**src/rtl/sevga_pkg.sv**
```systemverilog
// Shared types for the sevga VRAM path.
//   ADDR_W / DATA_W : VRAM address and data widths
//   vram_wr_t       : one buffered byte write (address + data)
//   wq_state_t      : write-queue drain sequencer states
package sevga_pkg;

  localparam int ADDR_W = 15;
  localparam int DATA_W = 8;

  typedef struct packed {
    logic [ADDR_W-1:0] addr;
    logic [DATA_W-1:0] data;
  } vram_wr_t;

  typedef enum logic [1:0] {
    WQ_IDLE   = 2'd0,
    WQ_STROBE = 2'd1,
    WQ_HOLD   = 2'd2
  } wq_state_t;

endpackage

```
**src/rtl/vram_wq_fifo.sv**
```systemverilog
// Small circular FIFO of pending VRAM writes.
//   pixClk, nReset : clock, asynchronous active-low reset
//   push           : append wrEntry at the tail (caller guarantees room or a same-edge pop)
//   pop            : drop the head entry (caller guarantees level > 0)
//   overwrite      : replace the newest entry with wrEntry (ignored when push is set)
//   headEntry      : oldest entry, valid when level > 0
//   newestAddr     : address of the newest entry, valid when level > 0
//   level, full    : occupancy, and level == DEPTH
module vram_wq_fifo
  import sevga_pkg::*;
#(
  parameter  int DEPTH = 4,
  localparam int PTR_W = $clog2(DEPTH),
  localparam int LVL_W = PTR_W + 1
) (
  input  logic              pixClk,
  input  logic              nReset,
  input  logic              push,
  input  logic              pop,
  input  logic              overwrite,
  input  vram_wr_t          wrEntry,
  output vram_wr_t          headEntry,
  output logic [ADDR_W-1:0] newestAddr,
  output logic [LVL_W-1:0]  level,
  output logic              full
);

  vram_wr_t           mem [DEPTH];
  logic [PTR_W-1:0]   rdPtr;
  logic [PTR_W-1:0]   wrPtr;
  logic [PTR_W-1:0]   newestPtr;

  // DEPTH is a power of two, so pointer arithmetic wraps modulo DEPTH on its own.
  assign newestPtr  = wrPtr - PTR_W'(1);
  assign headEntry  = mem[rdPtr];
  assign newestAddr = mem[newestPtr].addr;
  assign full       = (level == LVL_W'(DEPTH));

  // NOTE: sequential state is assigned with <= so every flop samples pre-edge values.
  always_ff @(posedge pixClk or negedge nReset) begin
    if (!nReset) begin
      rdPtr <= '0;
      wrPtr <= '0;
      level <= '0;
    end else begin
      if (push) wrPtr <= wrPtr + PTR_W'(1);
      if (pop)  rdPtr <= rdPtr + PTR_W'(1);
      case ({push, pop})
        2'b10:   level <= level + LVL_W'(1);
        2'b01:   level <= level - LVL_W'(1);
        default: level <= level;
      endcase
    end
  end

  // NOTE: storage has no reset; contents are only read behind a nonzero level.
  always_ff @(posedge pixClk) begin
    if (push)           mem[wrPtr]     <= wrEntry;
    else if (overwrite) mem[newestPtr] <= wrEntry;
  end

endmodule

```
**src/rtl/vram_write_queue.sv**
```systemverilog
// Receiving end of the CPU-snoop -> VRAM write path. Buffers byte writes and
// drains one per 8-pixel fetch sequence in the write slot, when video is idle.
//   pixClk, nReset        : pixel clock, asynchronous active-low reset
//   seq, vidBusy          : fetch sequence position and video bus ownership
//   wrReq, wrAddr, wrData : one-cycle push from the snoop logic
//   vramAddr, vramDataOut : address/data of the write in progress
//   vramDrive             : this block owns the VRAM addr/data bus
//   nvramWEpre            : active-low write strobe (ORed with pixClk at top level)
//   level                 : FIFO occupancy
//   overflow, clrOverflow : sticky dropped-push flag and its synchronous clear
// ADDR_W and DATA_W come from sevga_pkg.
module vram_write_queue
  import sevga_pkg::*;
#(
  parameter  int         DEPTH      = 4,
  parameter  logic [2:0] WRITE_SLOT = 3'd4,
  parameter  bit         COALESCE   = 1'b1,
  localparam int         LVL_W      = $clog2(DEPTH) + 1
) (
  input  logic              pixClk,
  input  logic              nReset,
  input  logic [2:0]        seq,
  input  logic              vidBusy,
  input  logic              wrReq,
  input  logic [ADDR_W-1:0] wrAddr,
  input  logic [DATA_W-1:0] wrData,
  output logic [ADDR_W-1:0] vramAddr,
  output logic [DATA_W-1:0] vramDataOut,
  output logic              vramDrive,
  output logic              nvramWEpre,
  output logic [LVL_W-1:0]  level,
  output logic              overflow,
  input  logic              clrOverflow
);

  wq_state_t         state;
  vram_wr_t          wrEntry;
  vram_wr_t          headEntry;
  logic [ADDR_W-1:0] newestAddr;
  logic              full;
  logic              popNow;
  logic              newestPopped;
  logic              coalesceHit;
  logic              pushNow;
  logic              dropNow;

  assign wrEntry = '{addr: wrAddr, data: wrData};

  // A drain starts only from IDLE, so at most one strobe fits in each sequence.
  assign popNow = (state == WQ_IDLE) && (seq == WRITE_SLOT) && !vidBusy && (level != '0);

  // When the only entry leaves on this edge it is already committed to VRAM;
  // a matching push must become a new entry rather than vanish with it.
  assign newestPopped = popNow && (level == LVL_W'(1));
  assign coalesceHit  = COALESCE && wrReq && (level != '0) &&
                        (wrAddr == newestAddr) && !newestPopped;

  assign pushNow = wrReq && !coalesceHit && (!full || popNow);
  assign dropNow = wrReq && !coalesceHit && full && !popNow;

  vram_wq_fifo #(
    .DEPTH (DEPTH)
  ) u_fifo (
    .pixClk     (pixClk),
    .nReset     (nReset),
    .push       (pushNow),
    .pop        (popNow),
    .overwrite  (coalesceHit),
    .wrEntry    (wrEntry),
    .headEntry  (headEntry),
    .newestAddr (newestAddr),
    .level      (level),
    .full       (full)
  );

  always_ff @(posedge pixClk or negedge nReset) begin
    if (!nReset) begin
      state       <= WQ_IDLE;
      vramAddr    <= '0;
      vramDataOut <= '0;
      vramDrive   <= 1'b0;
      nvramWEpre  <= 1'b1;
    end else begin
      case (state)
        WQ_IDLE: begin
          if (popNow) begin
            vramAddr    <= headEntry.addr;
            vramDataOut <= headEntry.data;
            vramDrive   <= 1'b1;
            nvramWEpre  <= 1'b0;
            state       <= WQ_STROBE;
          end
        end
        // Strobe rises here while address/data stay driven for one hold cycle.
        WQ_STROBE: begin
          nvramWEpre <= 1'b1;
          state      <= WQ_HOLD;
        end
        WQ_HOLD: begin
          vramDrive <= 1'b0;
          state     <= WQ_IDLE;
        end
        default: begin
          vramDrive  <= 1'b0;
          nvramWEpre <= 1'b1;
          state      <= WQ_IDLE;
        end
      endcase
    end
  end

  // A dropped push on the same edge as a clear leaves the flag set.
  always_ff @(posedge pixClk or negedge nReset) begin
    if (!nReset)          overflow <= 1'b0;
    else if (dropNow)     overflow <= 1'b1;
    else if (clrOverflow) overflow <= 1'b0;
  end

endmodule

```
**config.mk**
```make
export PLATFORM = sky130hd
export DESIGN_NAME = vram_write_queue
export DESIGN_NICKNAME = d
export VERILOG_FILES = /design/src/rtl/sevga_pkg.sv /design/src/rtl/vram_wq_fifo.sv /design/src/rtl/vram_write_queue.sv
export SDC_FILE = /design/constraint.sdc
export NUM_CORES = 1
export LEC_CHECK = 0
export CAP_MARGIN = 20
export CORE_MARGIN = 2
export CORE_UTILIZATION = 55
export DETAILED_ROUTE_END_ITERATION = 16
export GPL_ROUTABILITY_DRIVEN = 0
export GPL_TIMING_DRIVEN = 1
export PLACE_DENSITY = 0.78
export REMOVE_ABC_BUFFERS = 1
export SLEW_MARGIN = 0
export SYNTH_ARGS = -nofsm -noshare
export SYNTH_HDL_FRONTEND = slang
export SYNTH_SLANG_ARGS = --single-unit
```
**constraint.sdc**
```tcl
create_clock -name pixClk -period 3.8 [get_ports pixClk]
set_clock_uncertainty 0.1 [all_clocks]
set_input_delay 0.76 -clock pixClk [delete_from_list [all_inputs] [get_ports pixClk]]
set_output_delay 0.76 -clock pixClk [all_outputs]
set_load 0.005 [all_outputs]
```
Word-level counts from Yosys, hierarchy flattened

Memories as Yosys holds them, arrays and structs flattened. A register that Yosys moved wholly into a read port is not among the register bits.
Cells that the tools add are included.

RAM bits: 92
Output and inout bits: 29
Word-level logic and storage cells: 67
Bits in registers: 12
Memories kept: 1

Bitwise logic cells: 2
Reductions and logical operators: 26
Add/subtract/negate cells: 5
Eq/ne operators: 9
Muxes and demuxes: 17

Memory list:

| name       | depth | width | rd ports | clocked after Yosys merged registers in | wr ports | line               | source |
|---|---|---|---|---|---|---|---|
| u_fifo.mem | 4     | 23    | 2        | 1                                       | 1        | vram_wq_fifo.sv:28 | `vram_wr_t mem [DEPTH];` |

Operator list:

| operator            | count |
|---|---|
| $mux 23             | 1 |
| $reduce_or 23->1    | 1 |
| $eq 15x15->1        | 1 |
| $logic_and 1x1->1   | 11 |
| $mux 1              | 10 |
| $eq 3x3->1 const B  | 2 |
| $logic_not 1->1     | 6 |
| $pmux 3 s2          | 1 |
| $reduce_and 2->1    | 3 |
| $add 2x1->2 const B | 2 |
| $eq 2x1->1 const B  | 2 |
| $eq 2x2->1 const B  | 2 |
| $mux 2              | 2 |
| $pmux 1 s2          | 2 |
| $pmux 2 s2          | 1 |
| $reduce_bool 2->1   | 2 |
| $add 3x1->3 const B | 1 |
| $eq 3x1->1 const B  | 1 |
| $reduce_bool 3->1   | 1 |
| $sub 3x1->3 const B | 1 |
| $logic_not 2->1     | 1 |
| $ne 2x2->1 const B  | 1 |
| $not 1->1           | 2 |
| $sub 2x1->2 const B | 1 |
| $logic_or 1x1->1    | 1 |

Longest topological paths before layout

Depth in word-level cells: 14
Mapped depth: 9

By module

Synthesis repeated with hierarchy kept, for this count alone.

Cell total of the unflattened synthesis: 313
Area, all modules: 5375.2 µm²

By module, submodules not included:

| module           | cells each | area an instance (µm²) | instances | seq. area each (µm²) |
|---|---|---|---|---|
| vram_wq_fifo     | 171        | 4090.2                 | 1         | 2937.8 |
| vram_write_queue | 142        | 1285.0                 | 1         | 701.9 |

Least setup slack after synthesis

No wires, ideal clock.

Path kind: input -> register
Start: in seq[1]
End: mem u_fifo.mem[1][0] (netlist name) (enable)
Library setup time: 412 ps
Cell stages on the path: 7
Setup slack: 188 ps
Path buffers: 0
Arrival: 3100 ps
Data required time: 3288 ps
Cell sequence: nor4_1 > a41oi_1 > o221ai_1 > nor2_2 > a31oi_4 > nand3b_1 > o22ai_1

Word-level cells in the longest chain between the ends: 14

RTL lines:

| element                                    | line                   | source |
|---|---|---|
| start: declaration                         | vram_write_queue.sv:22 | `input logic [2:0] seq,` |
| $eq 3x3->1 *                               | vram_write_queue.sv:50 | `assign popNow = (state == WQ_IDLE) && (seq == WRITE_SLOT) && !vidBusy && (level != '0);` |
| $logic_and 1x1->1 * (3 in series)          | vram_write_queue.sv:50 |  |
| $logic_and 1x1->1                          | vram_write_queue.sv:54 | `assign newestPopped = popNow && (level == LVL_W'(1));` |
| $logic_not 1->1                            | vram_write_queue.sv:56 | `(wrAddr == newestAddr) && !newestPopped;` |
| $logic_and 1x1->1                          | vram_write_queue.sv:56 |  |
| $logic_not 1->1                            | vram_write_queue.sv:58 | `assign pushNow = wrReq && !coalesceHit && (!full \|\| popNow);` |
| $logic_and 1x1->1 (2 in series)            | vram_write_queue.sv:58 |  |
| $mux 1                                     | vram_wq_fifo.sv:58     | `if (push) mem[wrPtr] <= wrEntry;` |
| $mux 1 (implied by the code)               | vram_wq_fifo.sv:59     | `else if (overwrite) mem[newestPtr] <= wrEntry;` |
| $reduce_or 23->1 (no line)                 | -                      |  |
| $mux 2 (no line) or $mux 1 (tied branches) | -                      |  |
| end: declaration                           | vram_wq_fifo.sv:28     |  |

Every way passes the cells marked *; elsewhere a longest branch is shown, timed or not.

Worst setup path after layout

Start: reg u_fifo.wrPtr[0]
End: mem u_fifo.mem[2][12] (netlist name) (enable)

Word-level cells in the longest chain between the ends: 12

RTL lines:

| element                                    | line                   | source |
|---|---|---|
| start: declaration                         | vram_wq_fifo.sv:30     | `logic [PTR_W-1:0] wrPtr;` |
| start signal: assignment                   | vram_wq_fifo.sv:46     | `if (push) wrPtr <= wrPtr + PTR_W'(1);` |
| $sub 2x1->2                                | vram_wq_fifo.sv:34     | `assign newestPtr = wrPtr - PTR_W'(1);` |
| $mem_v2 4x23                               | -                      |  |
| $eq 15x15->1                               | vram_write_queue.sv:56 |  |
| $logic_and 1x1->1                          | vram_write_queue.sv:55 | `assign coalesceHit = COALESCE && wrReq && (level != '0) &&` |
| $logic_and 1x1->1                          | vram_write_queue.sv:56 |  |
| $logic_not 1->1                            | vram_write_queue.sv:58 |  |
| $logic_and 1x1->1 (2 in series)            | vram_write_queue.sv:58 |  |
| $mux 1                                     | vram_wq_fifo.sv:58     |  |
| $mux 1 (implied by the code)               | vram_wq_fifo.sv:59     |  |
| $reduce_or 23->1 (no line)                 | -                      |  |
| $mux 2 (no line) or $mux 1 (tied branches) | -                      |  |

Several ways; a longest one is shown, not always the timed one.

==> metrics <==
post-CTS sizing 0; Total GRT Usage 0.214; Critical Path AT about 3.5 ns; #FFs+latches synth roughly 130; Synth area leaders edfxtp_1 (51%), dfrtp_1 (16%), mux4_2 (11%), mux2_2 (4.6%), mux4_1 (3.9%); unrepaired setup endpoints after global routing no; post-route setup slack between 0.3 and 0.4 ns; async set-reset flop share out of synthesis 0.276; Post-synth EDFFs slightly above 90; total grt overflow 0; Layout Nets 400; Remaining DRCs 0; # diodes 0; Yosys top cell by area edfxtp_1; share of power burned in registers 0.391; first-pass GRT wire length ~16,000 um; Primary FF master, synth edfxtp_1; Max stage delay on crit path around 0.72 ns; antenna viol nets, final 0; hold buffers post-CTS 0; H-Tree Level Count 4; slowest CP cell dfrtp_1; leakage between 2 and 2.5 nW; max cap viols 0; CP max FO 17; clk buf depth 2; setup bufs post-CTS 0; post-synthesis cell count roughly 290; post-synth top area share 0.510; Die Ht ~100 um; hold crit path type primary input to asynchronous set/reset pin; iteration-0 DRC count of the detailed router roughly 190; Clock power frac 0.289; Placed Cells incl. Taps 479; worst r2r path cells 8; Slew Viols, Final 0; via count ~2,900; FMAX slightly below 300 MHz; fin crit share 0.910; Sink Count 127; Commonest cells post-synth edfxtp_1 (92), dfrtp_1 (34), mux4_2 (27), mux2_2 (22), xnor2_1 (17); dpl ws 0.305 ns; share of cells above drive strength 1 0.280; final-report hold violation count 0; net switching power ~1.5 mW; status completed; switching part of the total 0.288; Rows 36; minimum clock period about 3.5 ns; initial antenna violation count 0; vias in the first global route approximately 3,100; CP Cell Sequence mux4_1, xnor2_1, nand4_1, nor3_2, nand3_1, mux2i_1, nor2_2, buf_4; YS warnings 0; final core utilization 0.705; Internal roughly 3.8 mW; Area Growth Syn to Fin 26.0%; number of I/O pins 60; clock buffer count from CTS 17; Mapped Area between 5000 and 6000 um^2; CTS tree yes; die area roughly 11,000 um^2; Core Footprint between 9000 and 10,000 um^2; endpoints failing setup 0; Critical Path End Type flop; Clk Tree Root Cell clkbuf_8; sequential fraction of the synthesis area 0.672; element type at the critical path start flop; Slew @ Worst Pin ~0.86 ns; port bufs 59; Max VDD drop around 0.39 mV; Comb power frac 0.320; wire length per cell between 20 and 25 um; hpwl dp 6230 um; PwrDens approximately 780 nW/um^2; Starting Density 0.559; Die Wd 103 um; total power around 5.4 mW; DRT Wirelength about 10,000 um; Slew headroom 0.424; Reg clk slew, reported paths about 0.06 ns; non-filler cells, final 511; synthesized area per cell 18.9 um^2; DRT Pass-1 Iters 4; most frequent cell after synthesis edfxtp_1; Crit Path Class flop to flop; Critical Path RT 3.89 ns; Netlist cell types 40; pin count of the biggest net entering global routing 36; Via density between 5 and 6; FF-to-FF setup slack around 0.34 ns; Clk Latency, worst-skew pair between 0.5 and 0.6 ns
==> final timing paths <==
path	startpoint	to
setup / recovery	u_fifo.wrPtr[0]	u_fifo.mem[2][12]
hold reg to reg	state[1]	state[1]
min in group pixClk	state[1]	state[1]
hold / removal	nReset	vramAddr[4]
max in group asynchronous	nReset	vramDataOut[1]
setup reg to reg	u_fifo.wrPtr[0]	u_fifo.mem[2][12]
==> area by class of cell <==
| type | count | area, um^2 |
|---|---|---|
| sequential | 127 | 3640 |
| fill | 604 | 2860 |
| multi-input combinational | 136 | 1690 |
| timing repair buffer | 73 | 716 |
| clock buffer | 17 | 414 |
| tap | 133 | 166 |
| clock inverter | 15 | 164 |
| inverter | 10 | 37.5 |
==> cells in the final DEF, fill, tap and decap left out, drive strengths merged, types with 2 or more instances in the layout <==
cell | synthesis | layout
edfxtp | 92 | 92
clkdlybuf4s50 | 0 | 58
mux4 | 35 | 35
dfrtp | 34 | 34
mux2 | 22 | 22
xnor2 | 17 | 17
clkbuf | 2 | 17
buf | 11 | 15
inv | 10 | 12
mux2i | 11 | 11
nand2 | 9 | 9
clkinv | 0 | 9
nor2 | 6 | 6
xor2 | 5 | 5
ha | 4 | 4
o21ai | 3 | 3
a31oi | 3 | 3
nor3 | 3 | 3
nand4 | 2 | 2
nand3 | 2 | 2
clkinvlp | 0 | 2
bufinv | 0 | 2
a21oi | 2 | 2
==> critical path: cells and delay by family (launching register included) <==
kind | cells | cell delay [ns]
DFF | 1 | 0.72
and+or+nand+nor | 4 | 0.83
buffers and inverters | 1 | 0.30
xor gates and xnor gates | 1 | 0.22
muxes | 2 | 0.93
==> power by group through the flow <==
stage / sequential (mW) / combinational [mW] / clock (mW)
floorplan: 2.20 / 0.893 / 0
global placement: 2.10 / 1.69 / 0
detailed placement: 2.12 / 1.71 / 0
CTS: 2.10 / 1.73 / 1.57
global route: 2.14 / 1.86 / 1.62
finish: 2.09 / 1.72 / 1.55
==> logic make-up (layout without fill, tap and decap cells) <==
logic type / count (synthesis) / count (layout) / synth area share
adder cells (fa/ha/maj): 4 / 4 / 0.00924
AND/OR/NAND/NOR: 27 / 27 / 0.0247
AO/OA/AOI/OAI: 15 / 15 / 0.0220
multiplexers: 68 / 68 / 0.217
XOR/XNOR: 22 / 22 / 0.0356
flip-flops: 127 / 127 / 0.672
buffers and inverters: 23 / 115 / 0.0192
==> metrics by stage <==
step,area (um^2),TNS [ns],hold WS [ns]
2_1_floorplan,5350,-0.373,0.320
3_3_place_gp,6250,0,0.355
3_5_place_dp,6250,0,0.357
4_1_cts,6820,0,0.272
5_1_grt,6820,0,0.311
6_report,6820,0,0.261
==> routing by layer <==
| metal | GRT usage | share of wire |
|---|---|---|
| met1 | 0.292 | 0.44 |
| met2 | 0.329 | 0.50 |
| met3 | 0.0578 | 0.048 |
| met4 | 0.0941 | 0.011 |
| met5 | 0 | 0 |
==> flip-flops by register name (all words and copies together), names as in the netlist <==
| signal | count |
|---|---|
| vramAddr | 15 |
| nvramWEpre | 1 |
| overflow | 1 |
| state | 2 |
| u_fifo.level | 3 |
| u_fifo.rdPtr | 2 |
| vramDrive | 1 |
| u_fifo.mem | 92 |
| vramDataOut | 8 |
| u_fifo.wrPtr | 2 |
Note: power is estimated with default switching activity, not from simulation.
